--- src/rtl/ex_pkg.sv ---
// ex_pkg: shared encodings for the execute stage.
//   - ALU operation codes carried on id_aluc.
//   - Multiply/divide operation codes carried on id_md_op.
//   - Forwarding-source select used by the operand muxes.
package ex_pkg;

  localparam logic [3:0] ALU_ADD  = 4'd0;
  localparam logic [3:0] ALU_SUB  = 4'd1;
  localparam logic [3:0] ALU_AND  = 4'd2;
  localparam logic [3:0] ALU_OR   = 4'd3;
  localparam logic [3:0] ALU_XOR  = 4'd4;
  localparam logic [3:0] ALU_NOR  = 4'd5;
  localparam logic [3:0] ALU_SLT  = 4'd6;
  localparam logic [3:0] ALU_SLTU = 4'd7;
  localparam logic [3:0] ALU_SLL  = 4'd8;
  localparam logic [3:0] ALU_SRL  = 4'd9;
  localparam logic [3:0] ALU_SRA  = 4'd10;
  localparam logic [3:0] ALU_LUI  = 4'd11;

  // Codes 0 and 7 mean "no multiply/divide activity".
  localparam logic [2:0] MD_MULT  = 3'd1;
  localparam logic [2:0] MD_MULTU = 3'd2;
  localparam logic [2:0] MD_DIV   = 3'd3;
  localparam logic [2:0] MD_DIVU  = 3'd4;
  localparam logic [2:0] MD_MFHI  = 3'd5;
  localparam logic [2:0] MD_MFLO  = 3'd6;

  typedef enum logic [1:0] {
    FWD_ID,
    FWD_EXMEM,
    FWD_MEMWB
  } fwd_sel_e;

  // Operations that start the iterative unit.
  function automatic logic md_is_arith(input logic [2:0] op);
    return op inside {MD_MULT, MD_MULTU, MD_DIV, MD_DIVU};
  endfunction

  // Operations that touch HI/LO and so must wait for a running operation.
  function automatic logic md_uses_hilo(input logic [2:0] op);
    return op inside {MD_MULT, MD_MULTU, MD_DIV, MD_DIVU, MD_MFHI, MD_MFLO};
  endfunction

endpackage

--- src/rtl/ex_stage_fwd_md_md_unit.sv ---
// md_unit: iterative multiply/divide with HI/LO result registers.
//   clk, reset : clock, synchronous active-high reset (aborts a running op)
//   start      : accept op/a/b this cycle (ignored while busy)
//   op         : MULT, MULTU, DIV, DIVU (ex_pkg encoding)
//   a, b       : operands (a = multiplicand / dividend, b = multiplier / divisor)
//   busy       : high for exactly DW cycles after acceptance
//   hi, lo     : product {hi,lo}, or remainder (hi) and quotient (lo)
// Both algorithms work on magnitudes; signs are applied when the last
// iteration writes HI/LO.
module md_unit
  import ex_pkg::*;
#(
  parameter int DW = 32
) (
  input  logic          clk,
  input  logic          reset,
  input  logic          start,
  input  logic [2:0]    op,
  input  logic [DW-1:0] a,
  input  logic [DW-1:0] b,
  output logic          busy,
  output logic [DW-1:0] hi,
  output logic [DW-1:0] lo
);

  localparam int CW = $clog2(DW);

  // acc: partial-product high half (mult) or partial remainder (div).
  // sh : multiplier being consumed (mult) or dividend shifting out / quotient
  //      shifting in (div).
  // opnd: multiplicand or divisor magnitude.
  logic [CW-1:0] cnt;
  logic [DW-1:0] acc, sh, opnd;
  logic          is_div, neg_q, neg_r, div_zero;

  logic          op_signed, a_neg, b_neg, op_div;
  logic [DW-1:0] a_mag, b_mag;

  logic [DW:0]   mul_sum, div_shift, div_diff;
  logic          div_ge;
  logic [DW-1:0] acc_nx, sh_nx;
  logic [2*DW-1:0] prod, prod_fix;
  logic [DW-1:0] hi_res, lo_res;

  // NOTE: every always_comb output gets a default first so no path can
  // leave it unassigned and infer a latch.
  always_comb begin
    op_signed = (op == MD_MULT) || (op == MD_DIV);
    op_div    = (op == MD_DIV)  || (op == MD_DIVU);
    a_neg     = op_signed && a[DW-1];
    b_neg     = op_signed && b[DW-1];
    a_mag     = a_neg ? -a : a;
    b_mag     = b_neg ? -b : b;
  end

  always_comb begin
    // Shift-add step: add the multiplicand when the current multiplier bit
    // is set, then shift the whole {acc,sh} pair right by one.
    mul_sum   = {1'b0, acc} + (sh[0] ? {1'b0, opnd} : '0);
    // Restoring step: bring the next dividend bit into the remainder and
    // subtract the divisor when it fits. A zero divisor always "fits", which
    // yields an all-ones quotient and leaves the dividend as remainder.
    div_shift = {acc, sh[DW-1]};
    div_diff  = div_shift - {1'b0, opnd};
    div_ge    = div_shift >= {1'b0, opnd};

    acc_nx = mul_sum[DW:1];
    sh_nx  = {mul_sum[0], sh[DW-1:1]};
    if (is_div) begin
      acc_nx = div_ge ? div_diff[DW-1:0] : div_shift[DW-1:0];
      sh_nx  = {sh[DW-2:0], div_ge};
    end

    prod     = {acc_nx, sh_nx};
    prod_fix = neg_q ? -prod : prod;

    hi_res = prod_fix[2*DW-1:DW];
    lo_res = prod_fix[DW-1:0];
    if (is_div) begin
      hi_res = neg_r ? -acc_nx : acc_nx;
      lo_res = div_zero ? '1 : (neg_q ? -sh_nx : sh_nx);
    end
  end

  // NOTE: sequential state uses non-blocking assignments so every register
  // samples the pre-edge values regardless of statement order.
  always_ff @(posedge clk) begin
    if (reset) begin
      busy     <= 1'b0;
      cnt      <= '0;
      acc      <= '0;
      sh       <= '0;
      opnd     <= '0;
      is_div   <= 1'b0;
      neg_q    <= 1'b0;
      neg_r    <= 1'b0;
      div_zero <= 1'b0;
      hi       <= '0;
      lo       <= '0;
    end else if (busy) begin
      acc <= acc_nx;
      sh  <= sh_nx;
      cnt <= cnt + CW'(1);
      if (cnt == CW'(DW - 1)) begin
        busy <= 1'b0;
        cnt  <= '0;
        hi   <= hi_res;
        lo   <= lo_res;
      end
    end else if (start) begin
      busy     <= 1'b1;
      cnt      <= '0;
      acc      <= '0;
      is_div   <= op_div;
      sh       <= op_div ? a_mag : b_mag;
      opnd     <= op_div ? b_mag : a_mag;
      neg_q    <= a_neg ^ b_neg;
      neg_r    <= a_neg;
      div_zero <= (b == '0);
    end
  end

endmodule

--- src/rtl/ex_stage_fwd_md.sv ---
// ex_stage_fwd_md: pipelined execute stage with operand forwarding and an
// iterative multiply/divide unit.
//   clk, reset            : clock, synchronous active-high reset
//   id_*                  : ID/EX register contents (valid, controls, operands)
//   flush                 : kill the instruction in ID/EX this cycle
//   wb_wreg/waddr/wdata   : MEM/WB write port, used as forwarding source
//   ex_stall              : hold IF/ID and ID/EX while HI/LO are not ready
//   ex_valid, ex_*        : EX/MEM pipeline register outputs
//   md_busy               : multiply/divide unit is iterating
module ex_stage_fwd_md
  import ex_pkg::*;
#(
  parameter int DW = 32,
  parameter int AW = 5
) (
  input  logic          clk,
  input  logic          reset,
  input  logic          id_valid,
  input  logic          flush,
  input  logic [3:0]    id_aluc,
  input  logic [2:0]    id_md_op,
  input  logic          id_aluimm,
  input  logic          id_regrt,
  input  logic          id_wreg,
  input  logic          id_wmem,
  input  logic          id_mem2reg,
  input  logic [AW-1:0] id_rs_addr,
  input  logic [AW-1:0] id_rt_addr,
  input  logic [AW-1:0] id_rd_addr,
  input  logic [DW-1:0] id_rs_data,
  input  logic [DW-1:0] id_rt_data,
  input  logic [DW-1:0] id_imm,
  input  logic          wb_wreg,
  input  logic [AW-1:0] wb_waddr,
  input  logic [DW-1:0] wb_wdata,
  output logic          ex_stall,
  output logic          ex_valid,
  output logic [DW-1:0] ex_alu_out,
  output logic [DW-1:0] ex_rt_data,
  output logic [AW-1:0] ex_waddr,
  output logic          ex_wreg,
  output logic          ex_wmem,
  output logic          ex_mem2reg,
  output logic          md_busy
);

  localparam int SW = $clog2(DW);

  fwd_sel_e      sel_rs, sel_rt;
  logic [DW-1:0] rs_fwd, rt_fwd, op_b, alu_res, result, md_hi, md_lo;
  logic [SW-1:0] shamt;
  logic [AW-1:0] dest;
  logic          exmem_fwd_ok, md_start, bubble;

  // A load in EX/MEM has no data yet; the ID hazard unit keeps its
  // consumers out, so it is simply not a forwarding source here.
  assign exmem_fwd_ok = ex_valid && ex_wreg && !ex_mem2reg;

  always_comb begin
    sel_rs = FWD_ID;
    sel_rt = FWD_ID;
    if (id_rs_addr != '0) begin
      if (exmem_fwd_ok && ex_waddr == id_rs_addr)    sel_rs = FWD_EXMEM;
      else if (wb_wreg && wb_waddr == id_rs_addr)    sel_rs = FWD_MEMWB;
    end
    if (id_rt_addr != '0) begin
      if (exmem_fwd_ok && ex_waddr == id_rt_addr)    sel_rt = FWD_EXMEM;
      else if (wb_wreg && wb_waddr == id_rt_addr)    sel_rt = FWD_MEMWB;
    end
  end

  always_comb begin
    case (sel_rs)
      FWD_EXMEM: rs_fwd = ex_alu_out;
      FWD_MEMWB: rs_fwd = wb_wdata;
      default:   rs_fwd = id_rs_data;
    endcase
    case (sel_rt)
      FWD_EXMEM: rt_fwd = ex_alu_out;
      FWD_MEMWB: rt_fwd = wb_wdata;
      default:   rt_fwd = id_rt_data;
    endcase
  end

  assign op_b  = id_aluimm ? id_imm : rt_fwd;
  assign shamt = op_b[SW-1:0];
  assign dest  = id_regrt ? id_rt_addr : id_rd_addr;

  always_comb begin
    alu_res = '0;
    case (id_aluc)
      ALU_ADD:  alu_res = rs_fwd + op_b;
      ALU_SUB:  alu_res = rs_fwd - op_b;
      ALU_AND:  alu_res = rs_fwd & op_b;
      ALU_OR:   alu_res = rs_fwd | op_b;
      ALU_XOR:  alu_res = rs_fwd ^ op_b;
      ALU_NOR:  alu_res = ~(rs_fwd | op_b);
      ALU_SLT:  alu_res = {{(DW-1){1'b0}}, ($signed(rs_fwd) < $signed(op_b))};
      ALU_SLTU: alu_res = {{(DW-1){1'b0}}, (rs_fwd < op_b)};
      ALU_SLL:  alu_res = rs_fwd << shamt;
      ALU_SRL:  alu_res = rs_fwd >> shamt;
      ALU_SRA:  alu_res = $signed(rs_fwd) >>> shamt;
      ALU_LUI:  alu_res = op_b << (DW / 2);
      default:  alu_res = '0;
    endcase
  end

  always_comb begin
    result = alu_res;
    if (id_md_op == MD_MFHI)      result = md_hi;
    else if (id_md_op == MD_MFLO) result = md_lo;
  end

  // A flush removes the waiting instruction, so it never needs to stall.
  assign ex_stall = id_valid && !flush && md_busy && md_uses_hilo(id_md_op);
  assign md_start = id_valid && !flush && !ex_stall && md_is_arith(id_md_op);
  assign bubble   = ex_stall || flush || !id_valid;

  md_unit #(.DW(DW)) u_md (
    .clk   (clk),
    .reset (reset),
    .start (md_start),
    .op    (id_md_op),
    .a     (rs_fwd),
    .b     (rt_fwd),
    .busy  (md_busy),
    .hi    (md_hi),
    .lo    (md_lo)
  );

  always_ff @(posedge clk) begin
    if (reset) begin
      ex_valid   <= 1'b0;
      ex_alu_out <= '0;
      ex_rt_data <= '0;
      ex_waddr   <= '0;
      ex_wreg    <= 1'b0;
      ex_wmem    <= 1'b0;
      ex_mem2reg <= 1'b0;
    end else if (bubble) begin
      // Data fields are held; only the valid and control bits matter.
      ex_valid   <= 1'b0;
      ex_wreg    <= 1'b0;
      ex_wmem    <= 1'b0;
      ex_mem2reg <= 1'b0;
    end else begin
      ex_valid   <= 1'b1;
      ex_alu_out <= result;
      ex_rt_data <= rt_fwd;
      ex_waddr   <= dest;
      // Starting a multiply/divide writes HI/LO only, never the register file.
      ex_wreg    <= id_wreg && !md_is_arith(id_md_op);
      ex_wmem    <= id_wmem;
      ex_mem2reg <= id_mem2reg;
    end
  end

endmodule

--- config.mk ---
export PLATFORM = sky130hd
export DESIGN_NAME = ex_stage_fwd_md
export DESIGN_NICKNAME = d
export VERILOG_FILES = /design/src/rtl/ex_pkg.sv /design/src/rtl/ex_stage_fwd_md_md_unit.sv /design/src/rtl/ex_stage_fwd_md.sv
export SDC_FILE = /design/constraint.sdc
export NUM_CORES = 2
export LEC_CHECK = 0
export CORE_MARGIN = 3
export CORE_UTILIZATION = 40
export DETAILED_ROUTE_END_ITERATION = 12
export PLACE_DENSITY = 0.56
export SYNTH_ARGS = -nofsm -noshare
export SYNTH_HDL_FRONTEND = slang
export SYNTH_SLANG_ARGS = --single-unit
--- constraint.sdc ---
create_clock -name clk -period 7.6 [get_ports clk]
set_input_delay 1.52 -clock clk [delete_from_list [all_inputs] [get_ports clk]]
set_output_delay 1.52 -clock clk [all_outputs]
set_load 0.02 [all_outputs]
## After elaboration in Yosys (flattened, before gate mapping)

Cells that the tools add are included.

- Flip-flop bits (word level): 243
- Input port bits: 165
- Word-level logic and storage cells: 137

- Add/sub/neg operators: 10
- Order comparisons: 3
- Equality and inequality tests: 26
- Shifts and indexed selects: 3
- Mux-type cells: 38
- Bitwise operators: 6
- Reductions and logical operators: 33

Operators by type and width:

| cell | count |
|---|---|
| 32-bit 2-to-1 mux | 20 |
| 32-bit case mux with 12 select lines | 1 |
| 32-bit negation | 4 |
| 32-bit case mux with 2 select lines | 2 |
| 32-bit < comparator | 2 |
| 64-bit 2-to-1 mux | 1 |
| 64-bit negation | 1 |
| 32-bit subtractor | 2 |
| 32-bit by 32-bit adder with 33-bit output | 1 |
| 33-bit by 32-bit greater-or-equal comparator with 1-bit output | 1 |
| 32-bit adder | 1 |
| 32-bit AND | 1 |
| 32-bit zero test | 1 |
| 32-bit inverter | 1 |
| 32-bit OR | 1 |
| 32-bit by 5-bit << shifter with 32-bit output | 1 |
| 32-bit by 5-bit >> shifter with 32-bit output | 1 |
| 32-bit by 5-bit >>> shifter with 32-bit output | 1 |
| 32-bit XOR | 1 |
| 5-bit equality test | 4 |
| 5-bit 2-to-1 mux | 4 |
| 4-bit by 3-bit equality test with 1-bit output, second input constant | 4 |
| 4-bit equality test, second input constant | 4 |
| 1-bit logical AND | 14 |
| 22 further kinds | 45 |

## Longest topological paths before layout

- Depth in word-level cells: 13
- Gate-level depth with buffers: 27

## Hierarchy

A second synthesis with hierarchy kept.

- Cells, all modules: 4,273
- Area, all modules: 29,813.6 um2

Modules (own cells, without submodules):

| module | instances | cells an instance | area each (um2) | seq. area each (um2) |
|---|---|---|---|---|
| md_unit | 1 | 2,137 | 15,466.1 | 3,403.3 |
| ex_stage_fwd_md | 1 | 2,136 | 14,347.5 | 1,461.4 |

## Worst setup path after synthesis

No wires, ideal clock.

- Path type: in2reg
- Start point: input port id_rt_addr[3]
- End point: register ex_alu_out[31]
- Setup time: 117 ps
- Data arrival time: 6,982 ps
- Required time: 7,483 ps
- Slack: 502 ps
- Stages: 21
- Path through: xor2_1 -> or4_1 -> nor4_1 -> ha_1 -> clkbuf_1 -> buf_1 -> buf_1 -> a221o_1 -> o21ai_0 -> o21ai_0 -> ha_1 -> clkbuf_1 -> or4_1 -> or4b_2 -> o21ai_0 -> o21ai_0 -> o31ai_1 -> a211oi_1 -> nor3_1 -> a21oi_1 -> o22a_1

- Longest elaborated chain between the ends: 13
- Elaborated cells on any way between the ends: 24

RTL lines:

| element | line | RTL |
|---|---|---|
| from (decl) | ex_stage_fwd_md.sv:28 | `input logic [AW-1:0] id_rt_addr,` |
| 5-bit equality test | ex_stage_fwd_md.sv:68 | `else if (wb_wreg && wb_waddr == id_rt_addr) sel_rt = FWD_MEMWB;` |
| 1-bit logical AND | ex_stage_fwd_md.sv:68 |  |
| 2-bit 2-to-1 mux | ex_stage_fwd_md.sv:68 |  |
| 2-bit 2-to-1 mux | ex_stage_fwd_md.sv:67 | `if (exmem_fwd_ok && ex_waddr == id_rt_addr) sel_rt = FWD_EXMEM;` |
| 2-bit 2-to-1 mux * | ex_stage_fwd_md.sv:66 | `if (id_rt_addr != '0) begin` |
| 2-bit equality test or 2-bit by 1-bit equality test with 1-bit output (tied branches) | ex_stage_fwd_md.sv:78 | `case (sel_rt)` |
| 32-bit case mux with 2 select lines * | ex_stage_fwd_md.sv:78 |  |
| 32-bit 2-to-1 mux * | ex_stage_fwd_md.sv:85 | `assign op_b = id_aluimm ? id_imm : rt_fwd;` |
| parallel branches: the longest is 2 deep, another holds 32-bit subtractor | n/a |  |
| 32-bit case mux with 12 select lines * | ex_stage_fwd_md.sv:91 | `case (id_aluc)` |
| 32-bit 2-to-1 mux * | ex_stage_fwd_md.sv:111 | `else if (id_md_op == MD_MFLO) result = md_lo;` |
| 32-bit 2-to-1 mux * | ex_stage_fwd_md.sv:110 | `if (id_md_op == MD_MFHI) result = md_hi;` |
| to (signal assigned) | ex_stage_fwd_md.sv:148 | `ex_alu_out <= result;` |
| to (decl) | ex_stage_fwd_md.sv:38 | `output logic [DW-1:0] ex_alu_out,` |

Every way passes the cells marked *.
A chain may end at the register's enable or synchronous reset.

## Worst setup path after layout

- Start point: input port id_rt_addr[3]
- End point: register ex_alu_out[28]

The elaborated chain is that of the path after synthesis.

==> impl_metrics.yaml <==
layout:
  drive_gt1_share_pct: 10.7
  final_common_cell: "nor2_1"
  area_growth_pct: 20.8
  mostFrequentLayoutCells: "nor2_1 (486), nand2_1 (464), a21oi_1 (401)"
  register_area_um2: 4870
  final_nets: 4828
  num-fill-cells: 7362
  multiInputGateArea_um2: 22300
  fin_util_pct: 49.3
drt:
  dr_total_vias: 35616
  drc: 0
  dr.pass1.iters: 6
  avgViaCountPerCell: 6.53
  avgRoutedWirePerCell_um: 29.5
  ant_nets: 0
  routed_wl_um: 161000
  drt_iter0_markers: 5078
pwr:
  combPwrFrac_pct: 44.9
  p_int_mw: 3.22
  switching_power_mw: 2.46
  vdd_ir_drop_max_mv: 0.167
  seqPwrFrac_pct: 24.4
  power.leakage_nw: 13.9
  powerDensity_nw_per_um2: 163
  power.share.clock_pct: 30.7
  p_sw_share_pct: 43.3
logic_synthesis:
  yosysWarningCount: 0
  synthCells: 4218
  ys_seq_elements: 243
  synthArstFlopShare_pct: 0
  synth_edf_count: 0
  yosysSeqAreaShare_pct: 16.8
  synthFlopType: "dfxtp_1"
  syn_nets: 4564
  syn_avg_cell_area_um2: 6.85
  ys_types: 106
  netlist_area_um2: 28900
cts:
  cts_tree: "yes"
  cts.sinks: 243
  postCtsHoldBufs: 0
  clkTransAtPathRegs_ns: 0.07
  clk_path_buf_depth: 3
  cts_setup_buffers: 0
  numCtsBuffers: 35
  cts-resized-gates: 0
  h-tree-depth: 2
  root_buffer: "clkbuf_16"
  clock_latency_ns: 0.57
sta:
  hold_violations: 0
  slew_viol_final: 0
  slew_headroom_pct: 8.63
  finalSetupViolCount: 0
  tightest_slew_ns: 1.34
  final.setup.worst_slack_ns: 0.378
  post-route-min-period_ns: 7.22
  rsz0062_at_grt: "false"
  finClkSkew_ns: 0.0238
  period_share_pct: 95.0
  max_freq_mhz: 138
run_status:
  status: "finished, final reports clean"
setup_path:
  r2r-start: "u_md.sh[31]"
  setup.worst_path.end_class: "register"
  crit_arrival_ns: 7.69
  cp-start-kind: "input port"
  crit_fanout: 32
  startpoint: "id_rt_addr[3]"
  required_ns: 8.07
  critical_path_class: "input port to register"
grt:
  grt_max_degree: 156
  grt.total_usage_pct: 40.9
  antenna_found_initial: 12
  grt_pass1_vias: 31740
  grt-ovfl-total: 0
  grt_pass1_wl_um: 229000
min_path:
  hp-class: "register to register"
  worstHoldStart: "ex_rt_data[3]"
floorplanning:
  coreArea_um2: 70900
  ios: 240
  rows: 97
  dieArea_um2: 75500
  start_util_pct: 40.8
  die_w_um: 275
  dieHeight_um: 275
placement:
  io_buffers: 239
  post-place-ws_ns: -0.0183
  dp_hpwl_um: 129000
  gp_congestion: 1.07
job:
  drv_cap: 0
==> routing by layer <==
| metal | wire (um) | share of wire [%] | GRT usage [%] | vias to the layer above |
|---|---|---|---|---|
| met3 | 19900 | 12 | 12.4 | 320 |
| met4 | 7540 | 4.7 | 15.8 | 6 |
| met2 | 64100 | 40 | 56.8 | 2187 |
| li1 | - | - | - | 16093 |
| met1 | 69600 | 43 | 58.3 | 17010 |
| met5 | 38 | 0.024 | 0 | - |
==> power groups by stage <==
stage                     combinational, mW  sequential, mW  clock [mW]
after floorplan                        1.41            1.40           0
after global placement                 2.44            1.41           0
after detailed placement               2.42            1.41           0
after CTS                              2.44            1.38        1.76
after global routing                   2.68            1.39        1.82
final                                  2.55            1.39        1.74
==> state kept, by name, indices dropped and copies added (netlist names) <==
register,flops
ex_rt_data,32
u_md.hi,32
u_md.neg_r,1
u_md.sh,32
ex_alu_out,32
ex_wreg,1
ex_mem2reg,1
ex_waddr,5
u_md.busy,1
u_md.acc,32
ex_valid,1
u_md.is_div,1
u_md.opnd,32
u_md.lo,32
u_md.neg_q,1
ex_wmem,1
u_md.div_zero,1
u_md.cnt,5
==> synthesized netlist by cell type, types with 42 or more instances <==
| cell | n | area, um2 |
|---|---|---|
| a211oi_1 | 114 | 856 |
| a21o_1 | 45 | 338 |
| a21oi_1 | 402 | 2010 |
| a221o_1 | 45 | 450 |
| a221oi_1 | 57 | 499 |
| a22oi_1 | 66 | 495 |
| a31oi_1 | 68 | 425 |
| and2_1 | 55 | 344 |
| and3_1 | 51 | 319 |
| clkbuf_1 | 251 | 942 |
| dfxtp_1 | 243 | 4860 |
| ha_1 | 177 | 2210 |
| inv_1 | 161 | 604 |
| mux2i_1 | 113 | 1130 |
| nand2_1 | 465 | 1750 |
| nand3_1 | 80 | 400 |
| nor2_1 | 490 | 1840 |
| nor3_1 | 106 | 531 |
| o211ai_1 | 96 | 721 |
| o21ai_0 | 296 | 1480 |
| o21ai_1 | 42 | 210 |
| xnor2_1 | 118 | 1030 |
| xor2_1 | 56 | 490 |
==> worst max-delay path: stages <==
cell and delay [ns]:
clkdlybuf4s50_1 0.44, xor2_1 0.15, or4_1 0.55, nor4_1 0.41
ha_1 0.47, buf_4 0.23, nor2b_1 0.13, o31a_2 0.36
inv_2 0.08, buf_4 0.36, buf_4 0.39, nor2_1 0.21
a32o_1 0.28, o21ai_0 0.41, o21ai_0 0.36, a2111oi_0 0.67
buf_4 0.24, o21ai_0 0.08, o311a_1 0.28
==> layout make-up <==
class | instances | area share, %
well taps | 940 | 3.37
clock inverters | 19 | 0.613
multi-input cells | 3501 | 64.0
repair buffers | 536 | 13.5
clock buffers | 45 | 2.76
flip-flops and latches | 243 | 13.9
inverters | 165 | 1.77
diodes | 5 | 0.0358
==> kinds of logic after synthesis <==
| family | Yosys count | share of synthesized area, % |
|---|---|---|
| xor gates and xnor gates | 174 | 5.27 |
| buffers and inverters | 474 | 6.34 |
| muxes | 144 | 5.27 |
| DFF | 243 | 16.8 |
| and+or+nand+nor | 1477 | 23.5 |
| AOI/OAI and AO/OA | 1525 | 34.9 |
| adders and majority gates | 181 | 7.94 |
==> path summary, 6_finish.rpt <==
check | endpoint | slack [ns] | depth (start not counted)
setup / recovery | ex_alu_out[28] | 0.38 | 19
hold / removal | ex_rt_data[3] | 0.45 | 2
setup reg to reg | u_md.hi[28] | 1.03 | 21
hold reg to reg | ex_rt_data[3] | 0.45 | 2
==> through the flow <==
stage / instances / hold slack, ns / instance area (um2) / TNS (ns) / total power [mW]
2_1_floorplan: 4218 / 0.429 / 28900 / 0 / 2.81
3_3_place_gp: 5385 / 0.444 / 33700 / 0 / 3.85
3_5_place_dp: 5385 / 0.448 / 33700 / -0.0249 / 3.83
4_1_cts: 5449 / 0.456 / 34900 / 0 / 5.58
5_1_grt: 5450 / 0.477 / 34900 / 0 / 5.88
6_report: 5454 / 0.453 / 34900 / 0 / 5.69
Power figures use the tool's default switching activity.
